$ cat src/rtl/fft_pkg.sv
// Shared types and helpers for the FFT input/output reorder stages.
// Optional frame-boundary checking in the writer is enabled with FFT_INPUT_LAST_CHECK_EN.
package fft_pkg;

    typedef enum logic [1:0] {
        FILL  = 2'd0,
        DRAIN = 2'd1,
        HOLD  = 2'd2
    } fft_in_state_t;

    function automatic int FRAME_LEN(input int addr_width);
        return 1 << addr_width;
    endfunction

    // Reverses the low `width` bits of value; bits above width return zero.
    function automatic logic [15:0] bit_reverse(input logic [15:0] value, input int width);
        logic [15:0] result;
        result = '0;
        for (int i = 0; i < 16; i++) begin
            if (i < width) begin
                result[i[3:0]] = value[4'(width - 1 - i)];
            end
        end
        return result;
    endfunction

endpackage

$ cat src/rtl/fft_bitrev_addr.sv
// Combinational ADDR_WIDTH-bit address bit reverser, shared by the input writer
// and the output reorder stage.
module fft_bitrev_addr
    import fft_pkg::*;
#(
    parameter int ADDR_WIDTH = 10
) (
    input  logic [ADDR_WIDTH-1:0] i_addr,
    output logic [ADDR_WIDTH-1:0] o_addr
);

    logic [15:0] w_rev;

    assign w_rev  = bit_reverse(16'(i_addr), ADDR_WIDTH);
    assign o_addr = w_rev[ADDR_WIDTH-1:0];

endmodule

$ cat src/rtl/fft_input_writer.sv
// FFT input stage: writes a streamed frame into the sample RAM in bit-reversed order,
// then holds it until released. Define FFT_INPUT_LAST_CHECK_EN to add lastIn/frameErrOut.
module fft_input_writer
    import fft_pkg::*;
#(
    parameter int DATA_WIDTH = 32,
    parameter int ADDR_WIDTH = 10
) (
    input  logic                  clkIn,
    input  logic                  rstNIn,
    input  logic [DATA_WIDTH-1:0] dataIn,
    input  logic                  validIn,
    output logic                  readyOut,
    input  logic                  releaseIn,
    input  logic                  abortIn,
    output logic                  wrEnOut,
    output logic [ADDR_WIDTH-1:0] wrAddrOut,
    output logic [DATA_WIDTH-1:0] wrDataOut,
    output logic                  frameDoneOut,
`ifdef FFT_INPUT_LAST_CHECK_EN
    input  logic                  lastIn,
    output logic                  frameErrOut,
`endif
    output logic [ADDR_WIDTH:0]   fillCntOut
);

    localparam int                N       = FRAME_LEN(ADDR_WIDTH);
    localparam logic [ADDR_WIDTH:0] LP_LAST = (ADDR_WIDTH + 1)'(N - 1);

    fft_in_state_t           r_state;
    fft_in_state_t           w_state_next;
    logic [ADDR_WIDTH:0]     r_cnt;
    logic                    r_wr_en;
    logic [ADDR_WIDTH-1:0]   r_wr_addr;
    logic [DATA_WIDTH-1:0]   r_wr_data;
    logic                    r_frame_done;
    logic                    w_accept;
    logic                    w_take;
    logic                    w_last_idx;
    logic [ADDR_WIDTH-1:0]   w_rev_addr;

    // A sample accepted together with abortIn is dropped, so only w_take writes.
    assign w_accept   = validIn && (r_state == FILL);
    assign w_take     = w_accept && !abortIn;
    assign w_last_idx = (r_cnt == LP_LAST);

    fft_bitrev_addr #(
        .ADDR_WIDTH (ADDR_WIDTH)
    ) u_bitrev (
        .i_addr (r_cnt[ADDR_WIDTH-1:0]),
        .o_addr (w_rev_addr)
    );

    // NOTE: sequential state uses <= so every register samples pre-edge values.
    always_ff @(posedge clkIn or negedge rstNIn) begin
        if (!rstNIn) begin
            r_state <= FILL;
        end else begin
            r_state <= w_state_next;
        end
    end

    // NOTE: next state defaults to the current state first, so no path can infer a latch.
    always_comb begin
        w_state_next = r_state;
        case (r_state)
            FILL:    if (w_take && w_last_idx) w_state_next = DRAIN;
            DRAIN:   w_state_next = HOLD;
            HOLD:    if (releaseIn) w_state_next = FILL;
            default: w_state_next = FILL;
        endcase
        if (abortIn) begin
            w_state_next = FILL;
        end
    end

    always_ff @(posedge clkIn or negedge rstNIn) begin
        if (!rstNIn) begin
            r_cnt        <= '0;
            r_wr_en      <= 1'b0;
            r_wr_addr    <= '0;
            r_wr_data    <= '0;
            r_frame_done <= 1'b0;
        end else begin
            if (abortIn || (r_state == HOLD && releaseIn)) begin
                r_cnt <= '0;
            end else if (w_take) begin
                r_cnt <= r_cnt + 1'b1;
            end
            r_wr_en <= w_take;
            if (w_take) begin
                r_wr_addr <= w_rev_addr;
                r_wr_data <= dataIn;
            end
            // An abort in DRAIN lets the last write finish but never announces the frame.
            r_frame_done <= (r_state == DRAIN) && !abortIn;
        end
    end

`ifdef FFT_INPUT_LAST_CHECK_EN
    logic r_frame_err;

    always_ff @(posedge clkIn or negedge rstNIn) begin
        if (!rstNIn) begin
            r_frame_err <= 1'b0;
        end else begin
            r_frame_err <= w_take && (lastIn != w_last_idx);
        end
    end

    assign frameErrOut = r_frame_err;
`endif

    assign readyOut     = (r_state == FILL);
    assign wrEnOut      = r_wr_en;
    assign wrAddrOut    = r_wr_addr;
    assign wrDataOut    = r_wr_data;
    assign frameDoneOut = r_frame_done;
    assign fillCntOut   = r_cnt;

endmodule
$ cat config.mk
export PLATFORM = sky130hd
export DESIGN_NAME = fft_input_writer
export DESIGN_NICKNAME = d
export VERILOG_FILES = /design/src/rtl/fft_pkg.sv /design/src/rtl/fft_bitrev_addr.sv /design/src/rtl/fft_input_writer.sv
export SDC_FILE = /design/constraint.sdc
export NUM_CORES = 1
export LEC_CHECK = 0
export ABC_AREA = 1
export BUFFER_PORTS_ARGS = -buffer_cell sky130_fd_sc_hd__buf_2
export CAP_MARGIN = 0
export CORE_MARGIN = 8
export CORE_UTILIZATION = 50
export CTS_BUF_LIST = sky130_fd_sc_hd__clkbuf_4 sky130_fd_sc_hd__clkbuf_8
export CTS_CLUSTER_SIZE = 14
export DETAILED_ROUTE_END_ITERATION = 10
export PLACE_DENSITY_LB_ADDON = 0.08
export SYNTH_ARGS = -nofsm -noshare
export SYNTH_HDL_FRONTEND = slang
export SYNTH_SLANG_ARGS = --single-unit
$ cat constraint.sdc
create_clock -name clkIn -period 1.4 [get_ports clkIn]
set_input_delay 0 -clock clkIn [delete_from_list [all_inputs] [get_ports clkIn]]
set_output_delay 0 -clock clkIn [all_outputs]
set_load 0.02 [all_outputs]
==> summary.md <==
| Metric | Value |
|---|---|
| Area taken by flip-flops and latches | 1380 sq um |
| Critical path capture point type | register |
| Synth Instances | 272 |
| Vias | 2127 |
| Maxcap violations | 0 |
| Die height | 83.7 um |
| Vias/cell | 4.66 |
| Placed cell count | 413 |
| Initial antenna violation count | 0 |
| Fmax | 780 MHz |
| TritonRoute pass-1 iters | 4 |
| #FFs+latches synth | 55 |
| Synth Flop Type | dfrtp_1 |
| Hold depth | 5 |
| CTS tree | done |
| Min-delay src | releaseIn |
| Final Hold Fails | 0 |
| Die area | 7000 sq um |
| Top cells by count, synth | 133 x nand2_1, 55 x dfrtp_1, 21 x inv_1, 14 x nor2_1, 10 x o21ai_0 |
| Overall Global Routing Usage | 0.179 |
| R2R depth | 7 |
| DRT iter0 DRCs | 107 |
| Starting Density | 0.522 |
| Worst path depth | 7 |
| Routed len/inst | 13.0 um |
| Critical path startpoint | fillCntOut[1]$_DFFE_PN0P_ |
| Area contributors post-synth | dfrtp_1 60%, nand2_1 22%, inv_1 3.4% |
| Most frequent cell after synthesis | nand2_1 |
| First-pass GRT wire length | 10.6 mm |
| H-Tree Depth | 2 |
| Peak supply drop | 0.875 mV |
| Crit path cell chain | buf_4 -> nand3_1 -> nor2_4 -> nand3_1 -> nand2_1 -> inv_1 -> nor2_1 |
| CP Max Fanout | 6 |
| CTS buffer count | 5 |
| CP Data Arrival Time | 1.51 ns |
| Avg Cell Area, Syn | 8.42 sq um |
| Area of the multi-input gates | 788 sq um |
| Number of global-route vias before repair | 2269 |
| Antenna diodes | 0 |
| Clock-pin slew on the worst setup and hold paths | 0.09 ns |
| R2R setup slack | 0.12 ns |
| Count of final setup violators | 0 |
| Critical R2R Launch | fillCntOut[1]$_DFFE_PN0P_ |
| GPL Wtd Cong | 0.827 |
| Tmin final | 1.28 ns |
| Worst path max stage delay | 0.38 ns |
| Leading area contributor after synthesis | dfrtp_1 |
| Number of fill cells | 306 |
| Slew Viols, Final | 0 |
| Worst Hold End | fillCntOut[10]$_DFFE_PN0P_ |
| Cell Count, Final, Fillers Out | 456 |
| IO buf count | 90 |
| Global-route met3 utilization | 0.0605 |
| Clock sinks | 55 |
| Area Overhead vs Synth | 44.5% |
| Layout cells sized above 1 | 0.287 |
| EDFF count, synth | 0 |
| Final ANT Viol Nets | 0 |
| GR Util met2 | 0.309 |
| Status | completed |
| GRT busiest layer | met2 |
| Crit-path slowest cell | dfrtp_1 |
| Largest net degree at the start of global routing | 56 |
| Max clock buf depth | 2 |
| P_leak | 1.90 nW |
| Top cell by count, worst path | nand3_1 |
| CP startpoint kind | register |
| Worst-skew pair later-pin latency | 0.30 ns |
| Crit Path Category | reg2reg |
| Synth top area share | 0.601 |
| Final wirelength | 5.94 mm |
| Pwr Density | 1000 nW/um^2 |
| Io pins | 93 |
| Yosys warns | 0 |
| Total power | 3.32 mW |
| Tcrit/Tclk final | 0.916 |
| GRT overflow | 0 |
| HP Class | in2reg |
| Clk_skew | 0.00838 ns |
| Row count | 24 |
| Core area | 4380 sq um |
| Reg-to-Reg End | fillCntOut[9]$_DFFE_PN0P_ |
| Bufs and invs on worst path | 2 |
| Final nets | 441 |
| Hold WS | 0.133 ns |
| Count of cell types in the netlist | 19 |
| Post-CTS setup buffers | 0 |
| Asr flop ratio synth | 1.00 |
| Global Route met1 Usage | 0.204 |
| Hpwl dp | 4.04 mm |
| Worst EP required | 1.63 ns |
| Synthesized area | 2290 sq um |
| DRC | 0 |
| Seq/Total Area, Yosys | 0.601 |
| Root buffer cell | clkbuf_8 |
| Cell family with most CP delay | simple AND/OR/NAND/NOR gates |
| Die X-Extent | 83.7 um |
## per-layer routing
layer / share of wire / wire [um]
met5: 0 / 0
met2: 0.48 / 2860
met1: 0.43 / 2570
met4: 0.0064 / 38
met3: 0.080 / 474
## worst max-delay path by stage
stage / slack (ns) / to
2_1_floorplan: 0.02 / fillCntOut[10]$_DFFE_PN0P_
3_3_place_gp: 0.16 / fillCntOut[6]$_DFFE_PN0P_
3_5_place_dp: 0.08 / fillCntOut[10]$_DFFE_PN0P_
4_1_cts: 0.05 / fillCntOut[10]$_DFFE_PN0P_
5_1_grt: -0.02 / fillCntOut[10]$_DFFE_PN0P_
6_report: 0.12 / fillCntOut[9]$_DFFE_PN0P_
## per-stage QoR
step	setup slack, ns	util	instance area, sq um	setup TNS (ns)
CTS	0.0464	0.750	3290	0
detailed placement	0.0821	0.650	2850	0
finish	0.118	0.755	3310	0
global placement	0.165	0.650	2850	0
floorplan	0.0206	-	2290	0
global route	-0.0156	0.755	3310	-0.0163
## layout by cell type, fill, tap and decap left out, drive strengths merged
cell and instances:
conb 2, clkbuf 6, nand3 8, o31ai 1, inv 22, buf 100
clkinv 1, ha 1, dlygate4sd3 35, nor3 2, o21ai 13, nor2 16
nand4 4, nand2 133, dfrtp 55, clkinvlp 1, a21oi 4
## power breakdown
part	internal (mW)	leakage [nW]	switching, mW	total (mW)
Combinational	0.275	1.14	0.413	0.688
Sequential	1.71	0.714	0.0623	1.78
Clock	0.370	0.0446	0.482	0.852
Total	2.36	1.90	0.957	3.32
## what timing repair did
| action | CTS | global route |
|---|---|---|
| setup endpoints to repair | 0 | 7 |
| gates resized for setup | 0 | 7 |
| hold buffers | 35 | 0 |
| hold endpoints to repair | 88 | 0 |
## registers in the layout, summed over array words and instances, names as in the netlist
name	flops
wrEnOut	1
wrDataOut	32
r_state	2
frameDoneOut	1
wrAddrOut	8
fillCntOut	11
## logic make-up after synthesis
logic type      after synthesis  share of synthesized area
simple gates                163                      0.289
compound gates               18                     0.0404
buf+inv                      34                     0.0623
fa+ha+maj                     1                    0.00546
flops                        55                      0.601
other cells                   1                    0.00164
## cell type report
type	count	area share
clock buffer	6	0.0231
timing repair buffer	135	0.273
inverter	22	0.0257
tap	52	0.0197
clock inverter	2	0.00378
multi-input combinational	184	0.238
sequential	55	0.416
## worst reg2reg max path: stages, from the launching register on
cell and delay (ns):
dfrtp_1 0.38, buf_4 0.14, nand3_1 0.17, nor2_4 0.21
nand3_1 0.09, nand2_1 0.08, inv_1 0.04, nor2_1 0.11
Power figures use the tool's default switching activity.
